$ cat src/rtl/stream_pattern_pkg.sv
// Shared types and default sizes for the stream pattern controller.
// Latency: n/a (types and constants only).
// Backpressure: n/a. Optional feature macro: STREAM_PATTERN_MASK_EN.
package stream_pattern_pkg;

    localparam int DEF_WORD_W = 8;
    localparam int DEF_PAT_W  = 4;
    localparam int DEF_CNT_W  = 4;

    typedef enum logic [1:0] {
        IDLE   = 2'd0,
        SHIFT  = 2'd1,
        REPORT = 2'd2
    } state_t;

endpackage

$ cat src/rtl/pattern_match_fsm.sv
// Serial pattern detector: pattern/mask registers, bit history, fill counter.
// Latency: hit is combinational on the bit being pushed; history updates on the same edge.
// Backpressure: none; a bit is consumed on every cycle with bit_valid high. Macro: STREAM_PATTERN_MASK_EN.
module pattern_match_fsm
    import stream_pattern_pkg::*;
#(
    parameter int PAT_W = DEF_PAT_W
)
(
    input  logic             clk,
    input  logic             n_rst,
    input  logic             load,
    input  logic [PAT_W-1:0] pattern,
`ifdef STREAM_PATTERN_MASK_EN
    input  logic [PAT_W-1:0] mask,
`endif
    input  logic             bit_valid,
    input  logic             bit_in,
    output logic             hit
);

    localparam int FILL_W = $clog2(PAT_W);
    localparam logic [FILL_W-1:0] FILL_MAX = FILL_W'(PAT_W - 1);

    logic [PAT_W-1:0]  pat_q;
    logic [PAT_W-2:0]  hist_q;
    logic [FILL_W-1:0] fill_q;
    logic [PAT_W-1:0]  window;
    logic              match;

    // The candidate window is the stored history with the incoming bit appended as LSB.
    assign window = {hist_q, bit_in};

`ifdef STREAM_PATTERN_MASK_EN
    logic [PAT_W-1:0] mask_q;

    // Mask register; all ones after reset so the compare starts out exact.
    always_ff @(posedge clk or negedge n_rst) begin
        if (!n_rst)    mask_q <= '1;
        else if (load) mask_q <= mask;
    end

    assign match = ((window ^ pat_q) & mask_q) == '0;
`else
    assign match = (window == pat_q);
`endif

    // Only report a hit once the history holds PAT_W-1 real bits.
    assign hit = bit_valid && (fill_q == FILL_MAX) && match;

    // Pattern load clears history; otherwise each pushed bit shifts in and fill saturates.
    always_ff @(posedge clk or negedge n_rst) begin
        if (!n_rst) begin
            pat_q  <= '0;
            hist_q <= '0;
            fill_q <= '0;
        end else if (load) begin
            pat_q  <= pattern;
            hist_q <= '0;
            fill_q <= '0;
        end else if (bit_valid) begin
            hist_q <= window[PAT_W-2:0];
            if (fill_q != FILL_MAX) fill_q <= fill_q + 1'b1;
        end
    end

endmodule

$ cat src/rtl/stream_pattern_ctrl.sv
// Shifts accepted words MSB-first into a pattern detector and reports per-word hit counts.
// Latency: out_valid rises WORD_W edges after the accept edge; next accept at +WORD_W+2 earliest.
// Backpressure: in_ready only in IDLE; REPORT holds out_valid/out_count until out_ready. Macro: STREAM_PATTERN_MASK_EN.
module stream_pattern_ctrl
    import stream_pattern_pkg::*;
#(
    parameter int WORD_W = DEF_WORD_W,
    parameter int PAT_W  = DEF_PAT_W,
    parameter int CNT_W  = DEF_CNT_W
)
(
    input  logic              clk,
    input  logic              n_rst,
    input  logic [PAT_W-1:0]  cfg_pattern,
`ifdef STREAM_PATTERN_MASK_EN
    input  logic [PAT_W-1:0]  cfg_mask,
`endif
    input  logic              cfg_load,
    input  logic              in_valid,
    input  logic [WORD_W-1:0] in_data,
    output logic              in_ready,
    output logic              out_valid,
    output logic [CNT_W-1:0]  out_count,
    input  logic              out_ready,
    output logic              busy
);

    localparam int IDX_W = $clog2(WORD_W);
    localparam logic [CNT_W-1:0] CNT_MAX = '1;

    state_t            state_q;
    state_t            state_d;
    logic [WORD_W-1:0] word_q;
    logic [IDX_W-1:0]  idx_q;
    logic [CNT_W-1:0]  cnt_q;
    logic              accept;
    logic              shift_en;
    logic              load_en;
    logic              hit;

    assign accept    = in_valid && in_ready;
    assign shift_en  = (state_q == SHIFT);
    // Config loads are only honoured between words so a word never sees two patterns.
    assign load_en   = cfg_load && in_ready;
    assign out_count = cnt_q;

    pattern_match_fsm #(
        .PAT_W(PAT_W)
    ) u_match (
        .clk       (clk),
        .n_rst     (n_rst),
        .load      (load_en),
        .pattern   (cfg_pattern),
`ifdef STREAM_PATTERN_MASK_EN
        .mask      (cfg_mask),
`endif
        .bit_valid (shift_en),
        .bit_in    (word_q[idx_q]),
        .hit       (hit)
    );

    // Sequencing state register.
    always_ff @(posedge clk or negedge n_rst) begin
        if (!n_rst) state_q <= IDLE;
        else        state_q <= state_d;
    end

    // Next-state and handshake outputs, all decoded from the current state.
    always_comb begin
        state_d   = state_q;
        in_ready  = 1'b0;
        out_valid = 1'b0;
        busy      = 1'b1;
        case (state_q)
            IDLE: begin
                in_ready = 1'b1;
                busy     = 1'b0;
                if (in_valid) state_d = SHIFT;
            end
            SHIFT: begin
                if (idx_q == '0) state_d = REPORT;
            end
            REPORT: begin
                out_valid = 1'b1;
                if (out_ready) state_d = IDLE;
            end
            default: state_d = IDLE;
        endcase
    end

    // Word capture, MSB-first bit index and saturating hit counter.
    always_ff @(posedge clk or negedge n_rst) begin
        if (!n_rst) begin
            word_q <= '0;
            idx_q  <= '0;
            cnt_q  <= '0;
        end else if (accept) begin
            word_q <= in_data;
            idx_q  <= IDX_W'(WORD_W - 1);
            cnt_q  <= '0;
        end else if (shift_en) begin
            if (idx_q != '0) idx_q <= idx_q - 1'b1;
            if (hit && (cnt_q != CNT_MAX)) cnt_q <= cnt_q + 1'b1;
        end
    end

endmodule

$ cat config.mk
export PLATFORM = sky130hd
export DESIGN_NAME = stream_pattern_ctrl
export DESIGN_NICKNAME = d
export VERILOG_FILES = /design/src/rtl/stream_pattern_pkg.sv /design/src/rtl/pattern_match_fsm.sv /design/src/rtl/stream_pattern_ctrl.sv
export SDC_FILE = /design/constraint.sdc
export NUM_CORES = 1
export LEC_CHECK = 0
export BUFFER_PORTS_ARGS = -buffer_cell sky130_fd_sc_hd__buf_4
export CORE_MARGIN = 2
export CORE_UTILIZATION = 25
export CTS_CLUSTER_SIZE = 16
export DETAILED_ROUTE_END_ITERATION = 8
export MAX_ROUTING_LAYER = met4
export PLACE_DENSITY = 0.47
export SYNTH_ARGS = -nofsm -noshare
export SYNTH_HDL_FRONTEND = slang
export SYNTH_SLANG_ARGS = --single-unit
$ cat constraint.sdc
create_clock -name clk -period 2.3 [get_ports clk]
set_input_delay 0.23 -clock clk [delete_from_list [all_inputs] [get_ports clk]]
set_output_delay 0.23 -clock clk [all_outputs]
set_load 0.02 [all_outputs]
==> results of run 1 <==
layout by cell type (no fill, tap or decap), types with 5 or more instances in the layout:
master | netlist | layout
a21oi_1 | 6 | 6
buf_4 | 0 | 25
nor2_1 | 10 | 10
nand2_1 | 6 | 6
mux2_2 | 14 | 14
dfrtp_1 | 26 | 26
inv_1 | 5 | 5
a22o_1 | 5 | 5
o21ai_0 | 7 | 7
worst max path at each step:
stage | start | to | slack [ns]
2_1_floorplan | idx_q[0] | out_count[2] | 0.39
3_3_place_gp | idx_q[0] | out_count[2] | 0.32
3_5_place_dp | idx_q[0] | out_count[2] | 0.26
4_1_cts | idx_q[0] | out_count[2] | 0.25
5_1_grt | idx_q[0] | out_count[2] | 0.14
6_report | idx_q[0] | out_count[2] | 0.24
metrics by stage:
step	utilization, %	setup WS (ns)	cell area (µm²)	hold slack, ns
4_1_cts	32.17	0.2463	1633	0.1133
3_5_place_dp	30.89	0.2647	1568	0.1682
6_report	32.17	0.2422	1633	0.1193
2_1_floorplan	-	0.3851	1308	-0.06559
5_1_grt	32.17	0.1410	1633	0.1084
3_3_place_gp	30.89	0.3240	1568	0.1607
critical path: stages, from the launching register on:
cell and delay, ns:
dfrtp_1 0.44, mux4_1 0.62, mux2i_4 0.20, xnor2_1 0.14, or4_1 0.43, a21oi_1 0.15
synthesized netlist by cell type (2+ instances only):
library cell  number  area share, %
mux2_2            14             12
o21ai_0            7            2.7
nand3_1            3            1.1
a22o_1             5            3.3
nand2_1            6            1.7
o31ai_1            2            1.1
inv_1              5            1.4
nor2b_1            3            1.4
a21oi_1            6            2.3
nor2_1            10            2.9
dfrtp_1           26             50
mux4_1             2            4.0
ha_1               4            3.8
xnor2_1            4            2.7
state kept, by name, indices dropped and copies added (netlist names):
register / flops
idx_q: 3
u_match.fill_q: 2
u_match.pat_q: 4
out_count: 4
state_q: 2
word_q: 8
u_match.hist_q: 3
kinds of logic after synthesis:
kind of cell               share of synthesized area [%]
muxes                                              17.80
and+or+nand+nor                                    11.96
DFF                                                49.76
buffers and inverters                              2.584
adders and majority gates                          3.828
AOI/OAI and AO/OA                                  10.72
xor gates and xnor gates                           3.349
report_power, final:
part / total (µW) / switching [µW] / leakage (µW) / internal, µW
clock network: 298 / 145 / 0.0000288 / 153
registers: 847 / 182 / 0.000317 / 665
logic: 951 / 441 / 0.000380 / 510
cell type report:
cell class                 count  area (µm²)  share of cell area [%]
timing repair buffer          26       197.7                   12.11
sequential                    26       650.6                   39.85
tap                           70       87.58                   5.364
multi-input combinational     79       623.1                   38.16
clock buffer                   4       55.05                   3.372
inverter                       5       18.77                   1.149
what timing repair did:
item / 4_1_cts / 5_1_grt
endpoints found under the hold margin: 26 / 0
hold buffers: 1 / 0
buffers inserted: 0 / 0
per-layer routing:
layer	wire length (µm)	GRT usage (%)	up-vias
met2	1409	18.58	21
met4	31	3.273	0
met3	98	2.725	5
li1	-	-	459
met5	0	-	-
met1	1210	11.56	472
==> impl_metrics.csv, run 1 <==
group,metric,value,unit
timing,tightest_slew,0.6010,ns
detailed_routing,dr.first_iter.drc_count,68,
timing,setup_violations,0,
worst_setup_path,rr_startpoint,"idx_q[0]",
placement,dp.cells,205,
detailed_routing,drc_errors,0,
detailed_routing,vias_per_cell,4.557,
synthesis,yosysWarnings,0,
floorplanning,core,5075,µm²
worst_hold_path,whs_path_depth,2,
timing,fin_crit,2.058,ns
timing,rsz0062_at_grt,"no",
clocking,cts-buffers-inserted,3,
worst_setup_path,endpoint_kind,"register",
layout,synthToLayoutAreaGrowth,24.88,%
timing,timing.fmax,486.0,MHz
global_routing,grt_pass1_vias,1010,
floorplanning,fp-row-count,26,
placement,dp.final_hpwl,2095,µm
detailed_routing,routed-via-count,957,
timing,hold_violations,0,
floorplanning,start_util,25.76,%
worst_setup_path,rrSetupSlack,0.24,ns
worst_setup_path,cp_max_fo,6,
floorplanning,die_x,76.32,µm
power_and_ir_drop,power.total,2096,µW
worst_hold_path,hold_end,"state_q[1]",
timing,slew_headroom,59.51,%
layout,final_nets,162,
timing,tns,0,ns
clocking,clk_path_buf_depth,2,
timing,final_max_slew_viol_count,0,
clocking,cts.sinks,26,
global_routing,grt_pass1_wl,4733,µm
layout,num_antenna_cells,0,
synthesis,synth.net_count,133,
global_routing,grt_use_total,10.50,%
clocking,root_buffer,"clkbuf_8",
timing,clock_skew,0.004615,ns
power_and_ir_drop,power_density,1284,nW/µm²
synthesis,async_flop_share,100.0,%
flow_run,max_cap_viol_count,0,
synthesis,synth_edf_count,0,
worst_hold_path,hp-start,"out_ready",
floorplanning,num_io_pins,24,
worst_setup_path,required,2.50,ns
detailed_routing,drt-total-wl,2750,µm
worst_hold_path,hp-class,"input port to register",
clocking,ctsResizeCount,0,
worst_setup_path,worst_setup_path_start_kind,"register",
worst_setup_path,criticalPathCategory,"register to register",
placement,gp_congestion,0.7527,
synthesis,synth_seq_area_share,49.76,%
power_and_ir_drop,irDropWorstVdd,0.4062,mV
layout,layout-drive-gt1-share,32.86,%
synthesis,synth_area,1308,µm²
detailed_routing,post_drt_wl_per_cell,13.10,µm
placement,io_buffer_count,23,
worst_setup_path,rr_worst_depth,5,
clocking,clock_latency,0.27,ns
power_and_ir_drop,leakagePower,0.0007261,µW
floorplanning,die_y,76.32,µm
synthesis,yosysUniqueCellTypes,29,
worst_setup_path,worst_ep_arrival_time,2.26,ns
clocking,cts.htree.levels,1,
clocking,clkTransAtPathRegs,0.09,ns
global_routing,grt_start_max_net_pins,27,
detailed_routing,ant_nets,0,
global_routing,grt_overflow_total,0,
synthesis,ys.flop_type,"dfrtp_1",
floorplanning,dieArea,5825,µm²
detailed_routing,dr.pass1.iters,5,
global_routing,antenna_found_initial,0,
timing,fin_crit_sh,89.47,%
synthesis,synthCells,112,
layout,finalNonFillerCells,210,
clocking,cts_tree,"done",
synthesis,synth_seq_cells,26,
layout,n_fill_cell,561,
worst_setup_path,timing.rr.end,"out_count[2]",
synthesis,syn_avg_cell_area,11.67,µm²
run_status,status,"finished clean",
(Power assumes the default switching activity.)
==> inputs of run 2 (changes only) <==
--- a/config.mk
+++ b/config.mk
@@ -8,10 +8,13 @@
 export BUFFER_PORTS_ARGS = -buffer_cell sky130_fd_sc_hd__buf_4
 export CORE_MARGIN = 2
 export CORE_UTILIZATION = 25
+export CTS_CLUSTER_DIAMETER = 100
 export CTS_CLUSTER_SIZE = 16
 export DETAILED_ROUTE_END_ITERATION = 8
 export MAX_ROUTING_LAYER = met4
 export PLACE_DENSITY = 0.47
+export SETUP_SLACK_MARGIN = 0.02
 export SYNTH_ARGS = -nofsm -noshare
 export SYNTH_HDL_FRONTEND = slang
+export SYNTH_HIERARCHICAL = 1
 export SYNTH_SLANG_ARGS = --single-unit
==> run 2 against run 1 <==
Effect of this change: core utilization up 0.68 points; clock-buffer cell count is 1 lower; largest power group unchanged; synthesized cell count fell by 3.6%; cell area rose by 2.8%; non-clock buffer count up 2; critical path type unchanged; setup slack got worse by 0.15 ns.
==> impl_metrics.csv, run 2 <==
group,metric,value,unit
synthesis,synth_area,1321,µm²
global_routing,grt_use_total,9.365,%
detailed_routing,ant_nets,0,
detailed_routing,drt-total-wl,2479,µm
layout,layout-drive-gt1-share,38.97,%
timing,fin_crit,2.204,ns
timing,timing.fmax,453.7,MHz
floorplanning,die_x,76.70,µm
layout,final_nets,158,
global_routing,grt_start_max_net_pins,27,
clocking,cts.sinks,26,
synthesis,synth_edf_count,0,
layout,num_antenna_cells,0,
timing,rsz0062_at_grt,"yes",
global_routing,grt-busiest-layer,"met2",
synthesis,yosysWarnings,6,
placement,dp.cells,200,
global_routing,grtUsageMet1,11.58,%
detailed_routing,post_drt_wl_per_cell,12.03,µm
worst_setup_path,worst_ep_arrival_time,2.41,ns
floorplanning,start_util,25.87,%
synthesis,ys.flop_type,"dfrtp_1",
global_routing,gr-usage-met3,2.118,%
global_routing,use_met2,15.18,%
detailed_routing,dr.pass1.iters,4,
layout,finalNonFillerCells,206,
worst_setup_path,cp_max_fo,4,
power_and_ir_drop,leakagePower,0.0007893,µW
power_and_ir_drop,power_density,1257,nW/µm²
clocking,cts_tree,"done",
synthesis,synth_top_area_share,49.24,%
timing,clock_skew,0.001277,ns
detailed_routing,dr.first_iter.drc_count,34,
floorplanning,dieArea,5883,µm²
timing,tightest_slew,0.6261,ns
synthesis,syn_avg_cell_area,12.23,µm²
clocking,clkTransAtPathRegs,0.09,ns
layout,final_common_cell,"buf_4",
timing,slew_headroom,58.26,%
global_routing,grt_pass1_vias,937,
placement,dp.final_hpwl,1858,µm
synthesis,synth_common_cells,"26 x dfrtp_1, 9 x mux2_2, 6 x inv_1, 6 x mux2i_1",
layout,final_cell_mix,"27 x buf_4, 25 x dfrtp_1, 8 x mux2_2",
placement,io_buffer_count,23,
timing,hold-worst-slack,0.1826,ns
worst_setup_path,required,2.50,ns
layout,top_register,"word_q",
placement,dpl-instance-area,1563,µm²
clocking,clk_path_buf_depth,2,
detailed_routing,drc_errors,0,
synthesis,synth_most_common_cell,"dfrtp_1",
floorplanning,num_io_pins,24,
timing,fin_crit_sh,95.84,%
clocking,cts-buffers-inserted,3,
floorplanning,fp-row-count,26,
clocking,clock_latency,0.27,ns
timing,setup_violations,0,
synthesis,yosysTopAreaCell,"dfrtp_1",
layout,finish.utilization,32.85,%
synthesis,synth.area.top_cells,"dfrtp_1 49%, mux2_2 7.7%, mux2i_1 4.5%",
power_and_ir_drop,irDropWorstVdd,0.4707,mV
run_status,status,"finished clean",
synthesis,synth.net_count,129,
worst_setup_path,endpoint_kind,"register",
layout,largest_reg_flops,8,
global_routing,antenna_found_initial,0,
floorplanning,core,5107,µm²
flow_run,max_cap_viol_count,0,
synthesis,yosysUniqueCellTypes,35,
detailed_routing,vias_per_cell,4.301,
clocking,root_buffer,"clkbuf_8",
timing,hold_violations,0,
timing,final_max_slew_viol_count,0,
placement,gp_congestion,0.7594,
synthesis,async_flop_share,100.0,%
detailed_routing,routed-via-count,886,
synthesis,synth_seq_area_share,49.24,%
layout,synthToLayoutAreaGrowth,26.99,%
power_and_ir_drop,power.total,2109,µW
global_routing,grt_overflow_total,0,
clocking,cts.htree.levels,1,
layout,stdcell_area,1678,µm²
synthesis,synthCells,108,
global_routing,grt_pass1_wl,4326,µm
floorplanning,die_y,76.70,µm
worst_setup_path,criticalPathCategory,"register to register",
worst_hold_path,hp-class,"input port to register",
worst_setup_path,worst_setup_path_start_kind,"register",
synthesis,synth_seq_cells,26,
[run 2: repair_timing]
item / CTS / global route
setup buffers: 2 / 0
pin swaps: 3 / 0
hold buffers: 1 / 0
gates cloned: 0 / 0
resized for setup: 1 / 4
endpoints found under the hold margin: 26 / 0
setup endpoints to repair: 2 / 4
[run 2: layer usage]
metal  vias up  routed length, µm
met5         -                  0
met4         0                 27
li1        428                  -
met3         2                 91
met1       436               1129
met2        20               1231
[run 2: final cells by class]
type	count	area, µm²
Fill cell	543	3430
Sequential cell	26	651.9
Multi-Input combinational cell	72	631.9
Timing Repair Buffer	28	212.7
Tap cell	70	87.58
Clock buffer	3	41.29
Clock inverter	1	30.03
Inverter	6	22.52
[run 2: kinds of logic after synthesis]
family          Yosys count  synth area share (%)
fa+ha+maj                 4                 3.788
buf+inv                  10                 5.302
flops                    26                 49.24
mux                      21                 20.17
xor+xnor                  4                 2.652
compound gates           11                 4.924
simple gates             32                 13.92
[run 2: stage by stage]
step / setup WS [ns] / setup TNS [ns]
finish: 0.09579 / 0
global placement: -0.01606 / -0.01606
CTS: -0.01444 / -0.01558
global route: -0.07183 / -0.1064
floorplan: 0.03809 / 0
detailed placement: -0.06884 / -0.1344
[run 2: worst max-delay path, cell delays in order (launching register included)]
cell      delay (ns)
dfrtp_2         0.41
mux4_2          0.50
mux2_4          0.30
xor2_2          0.16
nor4_4          0.16
nand3b_1        0.17
or3_1           0.33
a21oi_1         0.12
[run 2: worst paths after layout]
kind	from	to	slack, ns	cells after the start
setup / recovery	idx_q[0]	out_count[0]	0.1	7
hold / removal	in_data[0]	word_q[0]	0.18	2
setup reg to reg	idx_q[0]	out_count[0]	0.1	7
hold reg to reg	word_q[2]	word_q[2]	0.51	1
max in group asynchronous	n_rst	idx_q[0]	1.62	2
min in group asynchronous	n_rst	u_match/pat_q[3]	0.40	2
[run 2: where the power goes]
part / internal, µW / switching, µW
sequential: 656 / 154
clock: 233 / 147
combinational: 506 / 414
==> inputs of run 3 (changes only) <==
--- a/config.mk
+++ b/config.mk
@@ -7,12 +7,12 @@
 export LEC_CHECK = 0
 export BUFFER_PORTS_ARGS = -buffer_cell sky130_fd_sc_hd__buf_4
 export CORE_MARGIN = 2
-export CORE_UTILIZATION = 25
+export CORE_UTILIZATION = 54
 export CTS_CLUSTER_DIAMETER = 100
 export CTS_CLUSTER_SIZE = 16
 export DETAILED_ROUTE_END_ITERATION = 8
 export MAX_ROUTING_LAYER = met4
-export PLACE_DENSITY = 0.47
+export PLACE_DENSITY = 0.83
 export SETUP_SLACK_MARGIN = 0.02
 export SYNTH_ARGS = -nofsm -noshare
 export SYNTH_HDL_FRONTEND = slang
==> run 3 against run 2 <==
Effect of this change: clock skew is 0.012 ns higher; fmax decreased by 3.0%; register-to-register slack got worse by 0.07 ns; hold slack worse by 0.059 ns; combinational power decreased by 2.7%; sequential power is 0.9% higher; core utilization is 38 points higher; non-clock buffer count stayed put; total power shrank 4.2%; clock power shrank 19%; clock-buffer cell count did not move; critical endpoint unchanged; largest cell class unchanged; highest routed layer unchanged.
==> impl_metrics.csv, run 3 (same netlist as run 2, synthesis figures left out) <==
group,metric,value,unit
worst_setup_path,required,2.55,ns
power_and_ir_drop,irDropWorstVdd,0.8181,mV
detailed_routing,vias_per_cell,5.500,
timing,clock_skew,0.01339,ns
worst_hold_path,hp-class,"input port to register",
layout,num_antenna_cells,0,
global_routing,grt_pass1_vias,976,
flow_run,max_cap_viol_count,0,
floorplanning,die_y,53.47,µm
global_routing,grt_overflow_total,0,
detailed_routing,post_drt_wl_per_cell,15.25,µm
power_and_ir_drop,leakagePower,0.0007789,µW
floorplanning,fp-row-count,17,
clocking,clk_path_buf_depth,2,
layout,final_common_cell,"buf_4",
layout,finish.utilization,70.75,%
layout,top_register,"word_q",
detailed_routing,drc_errors,0,
timing,worst_slack,0.02848,ns
worst_setup_path,worst_setup_path_start_kind,"register",
detailed_routing,drt-total-wl,2501,µm
clocking,cts_tree,"done",
timing,fin_crit,2.272,ns
placement,post-place-ws,-0.03040,ns
floorplanning,start_util,58.60,%
layout,synthToLayoutAreaGrowth,20.74,%
clocking,cts-buffers-inserted,3,
floorplanning,core,2255,µm²
timing,slew_headroom,61.68,%
placement,gp_congestion,0.8039,
timing,setup_violations,0,
detailed_routing,routed-via-count,902,
global_routing,grt_start_max_net_pins,27,
timing,rsz0062_at_grt,"yes",
run_status,status,"finished clean",
clocking,cts.htree.levels,1,
layout,layout-drive-gt1-share,38.97,%
power_and_ir_drop,power_density,1267,nW/µm²
timing,timing.fmax,440.2,MHz
layout,n_fill_cell,178,
timing,final_max_slew_viol_count,0,
timing,tightest_slew,0.5748,ns
timing,hold-worst-slack,0.1234,ns
floorplanning,dieArea,2859,µm²
placement,dp.final_hpwl,1797,µm
worst_setup_path,criticalPathCategory,"register to register",
placement,io_buffer_count,23,
layout,final_nets,158,
worst_setup_path,endpoint_kind,"register",
worst_setup_path,worst_ep_arrival_time,2.53,ns
clocking,clock_latency,0.32,ns
clocking,root_buffer,"clkbuf_4",
global_routing,grt_pass1_wl,4264,µm
layout,largest_reg_flops,8,
timing,hold_violations,0,
worst_setup_path,cp_max_fo,3,
floorplanning,die_x,53.47,µm
detailed_routing,ant_nets,0,
detailed_routing,dr.pass1.iters,4,
global_routing,antenna_found_initial,0,
global_routing,grt_use_total,22.05,%
clocking,clkTransAtPathRegs,0.14,ns
worst_setup_path,rrSetupSlack,0.03,ns
clocking,cts.sinks,26,
detailed_routing,dr.first_iter.drc_count,15,
timing,fin_crit_sh,98.76,%
floorplanning,num_io_pins,24,
layout,final_cell_mix,"27 x buf_4, 26 x dfrtp_1, 8 x mux2_2",
==> run 3: changes by cell type in the layout (fill, tap and decap cells not counted), moves of 2 or more <==
| cell | previous run | this run |
|---|---|---|
| a21oi_1 | 3 | 1 |
| a21oi_2 | 1 | 3 |
| clkbuf_4 | 0 | 3 |
| clkbuf_8 | 3 | 0 |
| o21ai_0 | 5 | 3 |
==> run 3: worst paths after layout <==
| check | cells past startpoint | endpoint | startpoint |
|---|---|---|---|
| max reg2reg | 7 | out_count[0] | idx_q[0] |
| min reg2reg | 1 | word_q[3] | word_q[3] |
| max in group asynchronous | 2 | u_match/hist_q[0] | n_rst |
| min | 2 | word_q[3] | in_data[3] |
| min in group asynchronous | 2 | out_count[3] | n_rst |
| max | 7 | out_count[0] | idx_q[0] |
==> run 3: repair_timing <==
| item | in CTS | in global routing |
|---|---|---|
| resized for setup | 1 | 5 |
| setup buffers | 1 | 0 |
| endpoints found under the hold margin | 26 | 0 |
| setup endpoints to repair | 2 | 3 |
| hold buffers | 1 | 0 |
| pin swaps | 3 | 1 |
==> run 3: stage by stage <==
stage	power, µW	instance area, µm²	setup TNS, ns	instances
floorplan	1483	1328	0	108
global placement	1623	1510	0	158
detailed placement	1678	1510	-0.05022	158
CTS	2018	1584	0	164
global route	2177	1595	-0.4030	164
finish	2021	1595	0	164
==> run 3: layer usage <==
layer | up-vias | GRT usage [%] | part of all wire, %
met3 | 4 | 3.955 | 3.9
met4 | 0 | 11.11 | 1.4
met2 | 25 | 34.57 | 50
met1 | 437 | 27.34 | 45
li1 | 436 | - | -
met5 | - | - | 0
==> run 3: worst max-delay path, cell delays in order, from the launching register on <==
cell	delay, ns
dfrtp_1	0.44
mux4_2	0.51
mux2_4	0.29
xor2_1	0.15
nor4_2	0.18
nand3b_1	0.17
or3_1	0.35
a21oi_2	0.12
==> run 3: area by class of cell <==
class	instances	area, µm²	area share, %
sequential	26	650.6	40.78
multi-input combinational	72	621.8	38.98
timing repair buffer	28	212.7	13.33
tap	28	35.03	2.196
clock inverter	1	30.03	1.882
clock buffer	3	22.52	1.412
inverter	6	22.52	1.412
==> run 3: power breakdown <==
| group | total [µW] | leakage [µW] | internal (µW) | switching [µW] |
|---|---|---|---|---|
| Combinational | 895 | 0.000434 | 489 | 406 |
| Sequential | 816 | 0.000317 | 653 | 164 |
| Clock | 309 | 0.0000279 | 176 | 133 |
